`src/rtl/orao_tape_rec.sv`:
```
// orao_tape_rec: Orao cassette bit/byte decoder feeding a 16-entry FIFO.
// Optional leader-zero stripping: define ORAO_TAPE_LEADER_STRIP_EN.
module orao_tape_rec #(
  parameter logic [15:0] SHORT_MAX = 16'd400,
  parameter logic [15:0] TIMEOUT   = 16'd20000
) (
  input  logic        clk,
  input  logic        reset_n,
  input  logic        ce,
  input  logic        tape_out,
  output logic [7:0]  byte_dout,
  output logic        byte_valid,
  input  logic        byte_ready,
  output logic        busy,
  output logic        eob,
  output logic        overflow,
  output logic [15:0] byte_count
);

  localparam logic [1:0] S_IDLE = 2'd0;
  localparam logic [1:0] S_SYNC = 2'd1;
  localparam logic [1:0] S_DATA = 2'd2;

  logic        tape_q;
  logic        tape_prev;
  logic        edge_det;
  logic [15:0] cnt;
  logic        is_short;
  logic        tmo;
  logic [1:0]  state;
  logic [7:0]  acc;
  logic [7:0]  acc_nxt;
  logic [2:0]  nbits;
  logic        pend;
  logic        bit_en;
  logic        bit_val;
  logic        push_req;
  logic [7:0]  push_byte;
  logic        push_go;
  logic        push_acc;
  logic        pop;
  logic        full;
  logic        empty;
  logic [7:0]  mem [16];
  logic [3:0]  wptr;
  logic [3:0]  rptr;
  logic [4:0]  occ;

  // Register tape_out and keep one sample of history for edge detection.
  always_ff @(posedge clk) begin
    if (!reset_n) begin
      tape_q    <= tape_out;
      tape_prev <= tape_out;
    end else begin
      tape_q    <= tape_q ^ (tape_q ^ tape_out);
      tape_prev <= tape_q;
    end
  end

  assign edge_det = tape_q ^ tape_prev;

  // Half-cycle timer in ce ticks; restarts on every edge, saturates.
  always_ff @(posedge clk) begin
    if (!reset_n) begin
      cnt <= '0;
    end else if (edge_det) begin
      cnt <= '0;
    end else if (ce && (cnt != 16'hFFFF)) begin
      cnt <= cnt + 16'd1;
    end
  end

  assign is_short = (cnt <= SHORT_MAX);
  assign tmo      = ce && (cnt == TIMEOUT) && (state != S_IDLE);
  assign busy     = (state != S_IDLE);

  // Bit decode: long -> 0, short+short -> 1; a lone short is dropped.
  always_comb begin
    bit_en  = 1'b0;
    bit_val = 1'b0;
    if (edge_det && !tmo) begin
      unique case (1'b1)
        (state == S_SYNC): bit_en = !is_short;
        (state == S_DATA): begin
          bit_en  = !is_short || pend;
          bit_val = is_short && pend;
        end
        default: bit_en = 1'b0;
      endcase
    end
  end

  assign acc_nxt = {bit_val, acc[7:1]};

  // Block FSM, LSB-first byte assembly and end-of-block detection.
  always_ff @(posedge clk) begin
    if (!reset_n) begin
      state     <= S_IDLE;
      acc       <= '0;
      nbits     <= '0;
      pend      <= 1'b0;
      eob       <= 1'b0;
      push_req  <= 1'b0;
      push_byte <= '0;
    end else begin
      eob      <= 1'b0;
      push_req <= 1'b0;
      if (tmo) begin
        state <= S_IDLE;
        eob   <= 1'b1;
        acc   <= '0;
        nbits <= '0;
        pend  <= 1'b0;
      end else if (edge_det) begin
        case (state)
          S_IDLE: begin
            state <= S_SYNC;
            acc   <= '0;
            nbits <= '0;
            pend  <= 1'b0;
          end
          S_SYNC: begin
            if (!is_short) state <= S_DATA;
          end
          S_DATA: pend <= is_short && !pend;
          default: state <= S_IDLE;
        endcase
        if (bit_en) begin
          acc   <= acc_nxt;
          nbits <= nbits + 3'd1;
          if (nbits == 3'd7) begin
            push_req  <= 1'b1;
            push_byte <= acc_nxt;
          end
        end
      end
    end
  end

`ifdef ORAO_TAPE_LEADER_STRIP_EN
  logic lead_done;

  // Track whether this block has produced a non-zero byte yet.
  always_ff @(posedge clk) begin
    if (!reset_n) begin
      lead_done <= 1'b0;
    end else if (push_req && (push_byte != 8'h00)) begin
      lead_done <= 1'b1;
    end else if (state == S_IDLE) begin
      lead_done <= 1'b0;
    end
  end

  assign push_go = push_req && (lead_done || (push_byte != 8'h00));
`else
  assign push_go = push_req;
`endif

  assign empty      = (occ == 5'd0);
  assign full       = occ[4];
  assign byte_valid = !empty;
  assign byte_dout  = empty ? 8'h00 : mem[rptr];
  assign pop        = byte_valid && byte_ready;
  assign push_acc   = push_go && (!full || pop);

  // FIFO storage; contents are masked while empty.
  always_ff @(posedge clk) begin
    if (reset_n && push_acc) mem[wptr] <= push_byte;
  end

  // FIFO pointers, occupancy, overflow flag and push counter.
  always_ff @(posedge clk) begin
    if (!reset_n) begin
      wptr       <= '0;
      rptr       <= '0;
      occ        <= '0;
      overflow   <= 1'b0;
      byte_count <= '0;
    end else begin
      if (push_acc) begin
        wptr       <= wptr + 4'd1;
        byte_count <= byte_count + 16'd1;
      end
      if (pop) rptr <= rptr + 4'd1;
      unique case ({push_acc, pop})
        2'b10:   occ <= occ + 5'd1;
        2'b01:   occ <= occ - 5'd1;
        default: occ <= occ;
      endcase
      if (push_go && !push_acc) overflow <= 1'b1;
    end
  end

endmodule

```
`config.mk`:
```
export PLATFORM = sky130hd
export DESIGN_NAME = orao_tape_rec
export DESIGN_NICKNAME = d
export VERILOG_FILES = /design/src/rtl/orao_tape_rec.sv
export SDC_FILE = /design/constraint.sdc
export NUM_CORES = 1
export LEC_CHECK = 0
export CAP_MARGIN = 0
export CORE_AREA = 10 10 108 148
export DETAILED_ROUTE_END_ITERATION = 7
export DIE_AREA = 0 0 118 158
export GPL_ROUTABILITY_DRIVEN = 1
export PLACE_DENSITY = 0.94
export RECOVER_POWER = 25
export REMOVE_ABC_BUFFERS = 1
export SYNTH_ARGS = -nofsm -noshare
export SYNTH_HDL_FRONTEND = slang
export SYNTH_SLANG_ARGS = --single-unit
```
`constraint.sdc`:
```
create_clock -name clk -period 4.3 [get_ports clk]
set_input_delay 0.43 -clock clk [delete_from_list [all_inputs] [get_ports clk]]
set_output_delay 0.43 -clock clk [all_outputs]
set_load 0.005 [all_outputs]
```
Yosys cells after proc, flatten, opt, wreduce, memory -nomap -nowiden
Memory sizes are Yosys's and may differ from the RTL's. A register that Yosys moved wholly into a read port is not among the register bits.
Index checks and enable logic that the tools add are counted.

cells by class
  add/subtract/negate cells = 7
  multiply operators = 0
  divide/modulo/power cells = 0
  $lt $le $gt $ge = 1
  equal/unequal tests = 8
  shift operators = 0
  mux-type cells = 21
  bitwise gates (word level) = 8
  reductions and logical operators = 31

operators by type and width
  operator                                                         number
  adder 16 x 1 -> 16 bit, second input constant                    2
  two-way mux 8 bit                                                3
  == test 16 x 15 -> 1 bit, second input constant                  1
  less-or-equal comparator 16 x 9 -> 1 bit, second input constant  1
  inequality test 16 bit, second input constant                    1
  logical AND 1 bit                                                10
  one-hot mux 5 bit (2 select lines)                               1
  two-way mux 1 bit                                                9
  adder 4 x 1 -> 4 bit, second input constant                      2
  two-way mux 4 bit                                                2
  nonzero test 2 bit                                               4
  zero test 1 bit                                                  6
  two-way mux 3 bit                                                2
  one-hot mux 2 bit (3 select lines)                               1
  adder 5 x 1 -> 5 bit, second input constant                      1
  zero test 5 bit                                                  1
  inverter 1 bit                                                   5
  subtractor 5 x 1 -> 5 bit, second input constant                 1
  == test 2 x 1 -> 1 bit, second input constant                    2
  == test 2 bit, second input constant                             2
  one-hot mux 1 bit (2 select lines)                               2
  AND reduction 2 bit                                              2
  AND reduction 4 bit                                              1
  OR reduction 2 bit                                               2
  9 further kinds                                                  12

storage, ports and cells
  flip-flop bits (word level) = 72
  bits in latches = 0
  memory bits (writable) = 128
  bits in read-only memories = 0
  input port bits = 5
  output and inout port bits = 28
  word-level logic and storage cells = 92
  memories = 1

memories
  memory  words  bits a word  read ports  clocked after Yosys merged registers in  write ports  RTL line  RTL
  mem     16     8            1           1                                        1            44        logic [7:0] mem [16];

Depth between registers and ports, before layout
Gate-level depths: netlist of the first run.

  word-level depth = 8
  depth in mapped cells = 13
  gate-level depth less buffers = 12

Worst setup path after synthesis of the first run
No wires, ideal clock.

  path type = register to register
  start = reg occ[1]
  end = reg occ[4]
  setup time = 0.115 ns
  data arrival time = 2.589 ns
  data required time = 4.185 ns
  setup slack = 1.597 ns
  stages on the path, launching flop included = 13
  path buffers = 1
  period minus slack after synthesis = 2.703 ns
  path through = dfxtp_1 -> or4_1 -> nor2_4 -> nor2b_1 -> buf_2 -> ha_1 -> ha_1 -> nor2b_1 -> o21ai_0 -> a21oi_1 -> nor3_1 -> xor2_1 -> and2_1

between the ends
  longest elaborated chain between the ends = 7
  elaborated cells between the ends (all ways) = 11
  those cells by class = add/sub: 2; eq/ne: 2; mux: 1; reduce/logical: 6

RTL lines
  what                                                                      RTL line  RTL
  start: declaration                                                        47        logic [4:0] occ;
  start signal: assignment                                                  186       2'b10: occ <= occ + 5'd1;
  start signal: assignment                                                  187       2'b01: occ <= occ - 5'd1;
  zero test 5 bit *                                                         159       assign empty = (occ == 5'd0);
  zero test 1 bit *                                                         161       assign byte_valid = !empty;
  logical AND 1 bit *                                                       163       assign pop = byte_valid && byte_ready;
  net pop                                                                   41        logic pop;
  logical OR 1 bit                                                          164       assign push_acc = push_go && (!full || pop);
  logical AND 1 bit                                                         164
  == test 2 x 1 -> 1 bit or == test 2 bit (tied branches)                   185       unique case ({push_acc, pop})
  one-hot mux 5 bit (2 select lines) or nonzero test 2 bit (tied branches)  n/a

Mark *: on every way through the listed nets, which the timed path passes. The rest lies on a longest branch.
A chain may end at the register's enable or synchronous reset.

==> results.toml, run 1 <==
[place]
dp_hpwl_um = 11000
place_inst = 782
place_congestion = 0.830
io_buffers = 32
pre_cts_ws_ps = 908

[clocking]
cts_buffers = 19
cts_setup_buffers = 0
hold_buffers = 0
cts-root-buf = "clkbuf_16"
cts.clk_slew.worst_paths_ps = 70
cts_buffer_depth = 3
cts_tree = "done"
ctsHtreeMaxLevel = 1
cts_sinks = 203
cts-resized-gates = 0
clkLatencyLatePin_ps = 490

[power]
p_leak_nw = 3.50
irDropWorstVdd_uv = 334
cellPowerDensity_nw_per_um2 = 394

[die]
start_util_pct = 63.6
die_h_um = 158
dieArea_um2 = 18600
rows = 50
ios = 33
die_w_um = 118
coreArea_um2 = 13300

[global_routing]
grt_start_max_net_pins = 33
grt_use_total_pct = 17.8
grt_pass1_vias = 5117
grt_overflow_total = 0
antenna_found_initial = 0
grt_pass1_wl_um = 26800

[synthesis]
synth_seq_cells = 203
synth_edf_count = 128
avgSynthCellArea_um2 = 14.4
synth_flop_cell = "edfxtp_1"
syn_inst = 586
syn_area_um2 = 8440
synth.distinct_cells = 52
ys_seq_area_share_pct = 63.4
yosys-top-cells-area = "edfxtp_1 (46%), dfxtp_1 (18%), mux4_2 (10%), ha_1 (2.7%), xnor2_1 (2.3%)"
yosysTopAreaCell = "edfxtp_1"
async_reset_ff_share_pct = 0
synth_top_area_share_pct = 45.6
ys.warnings.count = 0

[sta]
max_freq_mhz = 270
slew_headroom_pct = 27.6
finalHoldViolCount = 0
fin_crit_sh_pct = 86.1
clock-skew-final_ps = 12.3
min_period_ps = 3700
setup_violations = 0
finalMaxSlewViolations = 0
setup_ws_ps = 597
tightest_slew_ps = 1080
setup_tns_ps = 0
rsz0062_at_grt = "false"

[worst_setup_path]
worstRegToRegCells = 11
cp_slowest_cell = "dfxtp_2"
crit_fanout = 27
path_depth = 5
crit_family = "multiplexers"
crit_top_cell = "mux4_2"
crit_type = "reg2out"
r2r_end = "occ[4]"
worstSetupEndpointType = "output port"
cp_data_arrival_time_ps = 3270
rr_startpoint = "occ[1]"
path_buf_inv = 2
slowest_delay_ps = 940
path_cells = "buf_4 -> mux4_2 -> mux4_2 -> nor2b_1 -> clkdlybuf4s50_1"
worstPathRequired_ps = 3870
r2r_setup_slack_ps = 1210
crit_end = "byte_dout[0]"
worstSetupStartpointType = "flip-flop"

[outcome]
outcome = "finished clean"

[finish]
drive_above_1_share_pct = 14.0
seq_area_um2 = 5350
multi_input_area_um2 = 2880
stdcell_count = 816
area_growth_pct = 13.0
final_cell_mix = "edfxtp_1 (128), dfxtp_1 (74), mux4_2 (39)"
fin_nets = 645
num_antenna_cells = 0
final_common_cell = "edfxtp_1"
nFillCells = 827

[detailed_routing]
antenna_left = 0
vias = 4910
vias_per_cell = 6.02
drc = 0
wl_per_cell_um = 20.3
dr.pass1.iters = 5
routed_wl_um = 16600
drt_iter0_drc = 322

[run]
maxCapViolCount = 0

[hold_path]
min_path_type = "reg2reg"
[cells by family after synthesis]
| kind of cell | synth area share [%] |
|---|---|
| AO/OA/AOI/OAI | 3.60 |
| XOR/XNOR | 3.84 |
| adder cells (fa/ha/maj) | 2.91 |
| buffers and inverters | 2.46 |
| flip-flops | 63.4 |
| multiplexers | 11.9 |
| AND/OR/NAND/NOR | 11.9 |
[worst min path at each step]
| stage | end | slack, ps | from | cells after the start |
|---|---|---|---|---|
| finish | push_byte[6] | 480 | acc[7] | 2 |
| detailed placement | push_byte[6] | 480 | acc[7] | 2 |
| CTS | tape_q | 400 | tape_out | 1 |
| global placement | push_byte[0] | 440 | acc[1] | 2 |
| floorplan | push_byte[0] | 440 | acc[1] | 2 |
| global route | push_byte[6] | 490 | acc[7] | 2 |
[tightest hold or removal path, stage by stage, from the launching register on]
cell,delay [ps]
dfxtp_1,320
nand2_1,60
mux2i_1,50
[state kept, by name (all words and copies together), names as in the netlist, 2 cells and up, named ones only]
| name | count |
|---|---|
| byte_count | 16 |
| nbits | 3 |
| state | 2 |
| occ | 5 |
| rptr | 4 |
| mem | 128 |
| push_byte | 8 |
| wptr | 4 |
| cnt | 16 |
| acc | 7 |
[synth_stat cells, drive strengths merged (2+ instances only)]
library cell / number
and3: 7
a32o: 8
o21ai: 8
mux4: 40
o211ai: 4
nor4: 2
inv: 18
a21boi: 3
mux2i: 9
nor2: 38
nand2: 37
nand4: 10
dfxtp: 75
clkbuf: 15
and2: 29
xnor2: 22
and4: 3
edfxtp: 128
nand3: 22
nor2b: 14
nor3: 15
xor2: 15
buf: 12
nor3b: 3
ha: 18
nand2b: 4
a21oi: 13
[power by group]
group	internal (mW)	total (mW)	switching (mW)
registers	2.05	2.05	0.00295
logic	0.0209	0.0596	0.0387
clock network	0.928	1.64	0.716
[layout make-up]
cell class	instances	area share, %
Clock buffer	23	5.37
Clock inverter	11	1.13
Inverter	18	0.709
Multi-Input combinational cell	338	30.2
Sequential cell	203	56.1
Tap cell	182	2.39
Timing Repair Buffer	41	4.07
[metrics by stage]
| stage | hold WS [ps] | utilization (%) | power, mW | cell area [um2] |
|---|---|---|---|---|
| after global placement | 441 | 67.2 | 2.15 | 8910 |
| after floorplan | 435 | - | 2.13 | 8300 |
| final | 479 | 71.9 | 3.75 | 9530 |
| after global routing | 492 | 71.9 | 3.85 | 9530 |
| after detailed placement | 475 | 67.2 | 2.15 | 8910 |
| after CTS | 402 | 71.9 | 3.77 | 9530 |
[metal layers]
metal / track usage, % / vias up / part of all wire, %
met5: 0 / - / 0
met4: 7.08 / 0 / 2.8
met3: 3.92 / 36 / 6.5
met2: 33.7 / 200 / 54
met1: 18.9 / 2435 / 37
li1: - / 2239 / -
No activity file was read; power rests on OpenSTA's default activity.
==> run 2: changes to the inputs <==
--- a/config.mk
+++ b/config.mk
@@ -8,9 +8,11 @@
 export CAP_MARGIN = 0
-export CORE_AREA = 10 10 108 148
+export CORE_AREA = 10 10 106 146
 export DETAILED_ROUTE_END_ITERATION = 7
-export DIE_AREA = 0 0 118 158
+export DIE_AREA = 0 0 116 156
+export DONT_BUFFER_PORTS = 1
 export GPL_ROUTABILITY_DRIVEN = 1
-export PLACE_DENSITY = 0.94
+export PLACE_DENSITY = 0.93
 export RECOVER_POWER = 25
 export REMOVE_ABC_BUFFERS = 1
+export SKIP_CTS_REPAIR_TIMING = 1
 export SYNTH_ARGS = -nofsm -noshare
--- a/constraint.sdc
+++ b/constraint.sdc
@@ -3,2 +3,2 @@
 set_output_delay 0.43 -clock clk [all_outputs]
-set_load 0.005 [all_outputs]
+set_load 0.02 [all_outputs]
==> run 2 against run 1 <==
Against the previous run: via count fell by 0.37%; final area is 4.1% lower; clock skew fell by 2.5 ps; total power shrank 1.6%; core utilization is 0.15 points lower; cell count decreased by 7.8%; routed wire length is 11% higher; maximum frequency is 8.4% higher; register-to-register slack barely moved; non-clock buffer count fell by 34; combinational power fell by 21%; global-route usage is 3.2 points higher; largest power group unchanged.
==> results.toml, run 2 (same netlist as run 1, synthesis figures left out) <==
[worst_setup_path]
crit_fanout = 17
r2r_setup_slack_ps = 1200
cp_data_arrival_time_ps = 2990
worstRegToRegCells = 11
rr_startpoint = "occ[1]"
r2r_end = "occ[4]"
cp_slowest_cell = "dfxtp_2"
crit_type = "reg2out"
crit_top_cell = "mux4_2"
slowest_delay_ps = 720
crit_end = "byte_dout[0]"
worstPathRequired_ps = 3870
worstSetupEndpointType = "output port"
worstSetupStartpointType = "flip-flop"
path_cells = "buf_4 -> mux4_2 -> mux4_2 -> nor2b_1"

[power]
total_power_mw = 3.70
cellPowerDensity_nw_per_um2 = 404
irDropWorstVdd_uv = 336
p_leak_nw = 3.38

[sta]
min_period_ps = 3420
slew_headroom_pct = 30.9
finalMaxSlewViolations = 0
rsz0062_at_grt = "false"
tightest_slew_ps = 1030
fin_crit_sh_pct = 79.4
finalHoldViolCount = 0
setup_ws_ps = 884
clock-skew-final_ps = 9.77
max_freq_mhz = 293
setup_tns_ps = 0
setup_violations = 0

[finish]
fin_nets = 611
design_area_um2 = 9150
top_regs = "mem: 128 flops, byte_count: 16 flops, cnt: 16 flops"
final_common_cell = "edfxtp_1"
area_growth_pct = 8.41
top_register = "mem"
drive_above_1_share_pct = 14.2
nFillCells = 766
final_cell_mix = "edfxtp_1 (128), dfxtp_1 (74), mux4_2 (39)"
num_antenna_cells = 0
largest_reg_flops = 128

[detailed_routing]
routed_wl_um = 18400
wl_per_cell_um = 24.5
antenna_left = 0
drt_iter0_drc = 507
vias = 4892
vias_per_cell = 6.51
dr.pass1.iters = 5
drc = 0

[die]
dieArea_um2 = 18100
die_w_um = 116
rows = 49
ios = 33
start_util_pct = 66.1
coreArea_um2 = 12800
die_h_um = 156

[global_routing]
grt_use_total_pct = 21.0
grt_pass1_vias = 4964
antenna_found_initial = 0
use_met1_pct = 24.2
grt_busiest_layer = "met2"
grt_pass1_wl_um = 29200
grt_start_max_net_pins = 57
grt_overflow_total = 0
grtUsageMet3_pct = 4.04
use_met2_pct = 37.0

[run]
maxCapViolCount = 0

[clocking]
cts.clk_slew.worst_paths_ps = 60
cts_buffers = 19
cts_sinks = 203
cts-root-buf = "clkbuf_16"
ctsHtreeMaxLevel = 1
cts_buffer_depth = 3
cts_tree = "done"
clkLatencyLatePin_ps = 480

[place]
pre_cts_ws_ps = 1300
dp_hpwl_um = 11600
place_congestion = 0.855
place_area_um2 = 8530
io_buffers = 0

[outcome]
outcome = "finished clean"

[hold_path]
min_path_type = "in2reg"
run 2: changes by cell type in the layout (fill, tap and decap cells not counted), moves of 2 or more:
cell	before	now
inv_1	18	20
clkdlybuf4s50_1	31	0
inv_6	2	0
clkbuf_1	3	1
clkinv_2	1	3
buf_4	9	6
run 2: per-stage QoR:
stage / cells / hold WS [ps] / utilization, %
global route: 752 / 67.7 / 71.7
CTS: 751 / -35.2 / 71.6
floorplan: 559 / 435 / -
finish: 752 / 76.5 / 71.7
detailed placement: 718 / 455 / 66.9
global placement: 718 / 449 / 66.9
run 2: worst max-delay path: cells and delay by family (launching register included):
kind          cells  cell delay, ps
buf+inv           1             440
flops             1             720
simple gates      1             230
mux               2            1090
run 2: report_power, final:
part,total [mW],switching (mW),internal [mW],leakage [nW]
logic,0.0468,0.0317,0.0151,1.02
clock network,1.60,0.695,0.903,0.300
registers,2.05,0.00275,2.05,2.07
total,3.70,0.729,2.97,3.38
run 2: final cells by class:
type | count | area [um2] | area share [%]
Clock buffer | 23 | 543 | 5.94
Sequential cell | 203 | 5350 | 58.5
Tap cell | 153 | 191 | 2.09
Clock inverter | 10 | 58.8 | 0.643
Inverter | 18 | 67.6 | 0.739
Multi-Input combinational cell | 338 | 2880 | 31.5
Timing Repair Buffer | 7 | 55.1 | 0.602
run 2: worst min path at each step:
stage	start	to	slack, ps	depth (start not counted)
after floorplan	acc[1]	push_byte[0]	440	2
after global placement	acc[1]	push_byte[0]	450	2
after detailed placement	acc[1]	push_byte[0]	450	2
after CTS	tape_out	tape_q	-40	0
after global routing	reset_n	byte_count[12]	70	1
final	reset_n	occ[3]	80	1
run 2: per-layer routing:
metal  vias up  share of wire [%]
met1      2431                 35
met5         -                  0
li1       2173                  -
met2       249                 54
met3        39                7.7
met4         0                3.6
==> run 3: changes to the inputs <==
CORE_AREA = 10 10 109 150   (was 10 10 106 146)
DIE_AREA = 0 0 119 160   (was 0 0 116 156)
PLACE_DENSITY = 0.89   (was 0.93)
clock period = 3.41 ns   (was 4.3 ns; I/O delays follow)
==> run 3 against run 2 <==
Against the previous run: the run now ends with hold timing left; clock-buffer cell count grew 2; register-to-register slack lost 850 ps; final area grew 1.2%; die area grew 5.2%; clock power grew 34%; critical path depth is the same; critical path type unchanged; routed wire length shrank 0.47%; setup slack lost 720 ps; global-route usage shrank 1.9 points; first-iteration DRC count shrank 28%; critical endpoint is now byte_dout[4]; sequential share of layout area shrank 0.70 points; non-clock buffer count grew 5.
==> results.toml, run 3 (same netlist as run 1, synthesis figures left out) <==
[die]
coreArea_um2 = 13700
rows = 51
ios = 33
start_util_pct = 61.8
dieArea_um2 = 19000
die_w_um = 119
die_h_um = 160

[finish]
final_common_cell = "edfxtp_1"
drive_above_1_share_pct = 14.7
top_regs = "mem: 128 flops, byte_count: 16 flops, cnt: 16 flops"
design_area_um2 = 9260
final_cell_mix = "edfxtp_1 (128), dfxtp_1 (74), mux4_2 (39)"
num_antenna_cells = 0
area_growth_pct = 9.73
stdcell_count = 789
largest_reg_flops = 128
top_register = "mem"
fin_nets = 616

[hold_path]
min_path_type = "in2reg"
whs_path_depth = 1
worstHoldStart = "reset_n"
hold_end = "byte_count[13]"

[sta]
max_freq_mhz = 308
setup_tns_ps = 0
timing.hold.ws_ps = -5.27
setup_violations = 0
tightest_slew_ps = 1100
finalHoldViolCount = 1
slew_headroom_pct = 26.4
setup_ws_ps = 166
fin_crit_sh_pct = 95.1
finalMaxSlewViolations = 0
min_period_ps = 3240
clock-skew-final_ps = 20.5
rsz0062_at_grt = "false"

[place]
place_inst = 753
io_buffers = 0
place_area_um2 = 8600
place_congestion = 0.770
pre_cts_ws_ps = 399
dp_hpwl_um = 11500

[detailed_routing]
dr.pass1.iters = 5
vias_per_cell = 6.17
antenna_left = 0
drt_iter0_drc = 365
wl_per_cell_um = 23.2
vias = 4872
routed_wl_um = 18300
drc = 0

[worst_setup_path]
r2r_end = "occ[4]"
r2r_setup_slack_ps = 350
cp_data_arrival_time_ps = 2900
worstPathRequired_ps = 3070
rr_startpoint = "occ[1]"
crit_fanout = 19
worstSetupEndpointType = "output port"
worstRegToRegCells = 11
crit_type = "reg2out"
worstSetupStartpointType = "flip-flop"

[outcome]
outcome = "finished, violations left"
violations = "hold timing"

[power]
p_leak_nw = 3.33
p_switching_mw = 0.950
total_power_mw = 4.80
cellPowerDensity_nw_per_um2 = 519
irDropWorstVdd_uv = 451
switching_share_pct = 19.8
p_int_mw = 3.85
sequentialPowerShare_pct = 53.9
pwr-share-clk_pct = 44.8
comb_power_share_pct = 1.4

[global_routing]
grt_pass1_wl_um = 28700
grt_overflow_total = 0
grt_pass1_vias = 5209
antenna_found_initial = 0
grt_start_max_net_pins = 57
grt_use_total_pct = 19.2

[clocking]
cts_buffer_depth = 3
cts.clk_slew.worst_paths_ps = 60
cts-root-buf = "clkbuf_16"
cts_tree = "done"
ctsHtreeMaxLevel = 1
clkLatencyLatePin_ps = 490
cts_buffers = 19
cts_sinks = 203

[run]
maxCapViolCount = 0
run 3: worst max path at each step:
stage	start	end	slack [ps]
floorplan	flip-flop	byte_dout[3]	300
global placement	occ[1]	occ[4]	560
detailed placement	occ[1]	occ[4]	400
CTS	flip-flop	byte_dout[4]	110
global route	flip-flop	byte_dout[4]	40
finish	flip-flop	byte_dout[4]	170
run 3: layout make-up:
type,instances,area (um2)
multi-input combinational,338,2880
tap,185,231
fill,915,4400
clock inverter,8,103
clock buffer,25,528
timing repair buffer,12,97.6
inverter,18,67.6
sequential,203,5350
run 3: per-layer routing:
metal,vias to the layer above,wire [um],global-route usage (%)
met5,-,0,0
li1,2175,-,-
met4,0,955,10.7
met2,187,10100,34.6
met1,2457,5980,19.7
met3,53,1300,4.69
run 3: power by group through the flow:
stage               combinational [mW]  clock [mW]  sequential [mW]
finish                          0.0658        2.15             2.59
global route                    0.0733        2.27             2.59
CTS                             0.0584        2.17             2.59
detailed placement              0.0576           0             2.64
floorplan                       0.0444           0             2.64
global placement                0.0530           0             2.64
run 3: worst max-delay path, cell delays in order (launching register included):
cell and delay [ps]:
dfxtp_2 750, buf_4 340, mux4_2 590, mux4_2 500, nor2b_1 220
run 3: stage by stage:
step	hold slack, ps	util, %
after floorplan	369	-
after global placement	369	62.9
after detailed placement	369	62.9
after CTS	-139	67.6
after global routing	2.64	67.8
final	-5.27	67.8
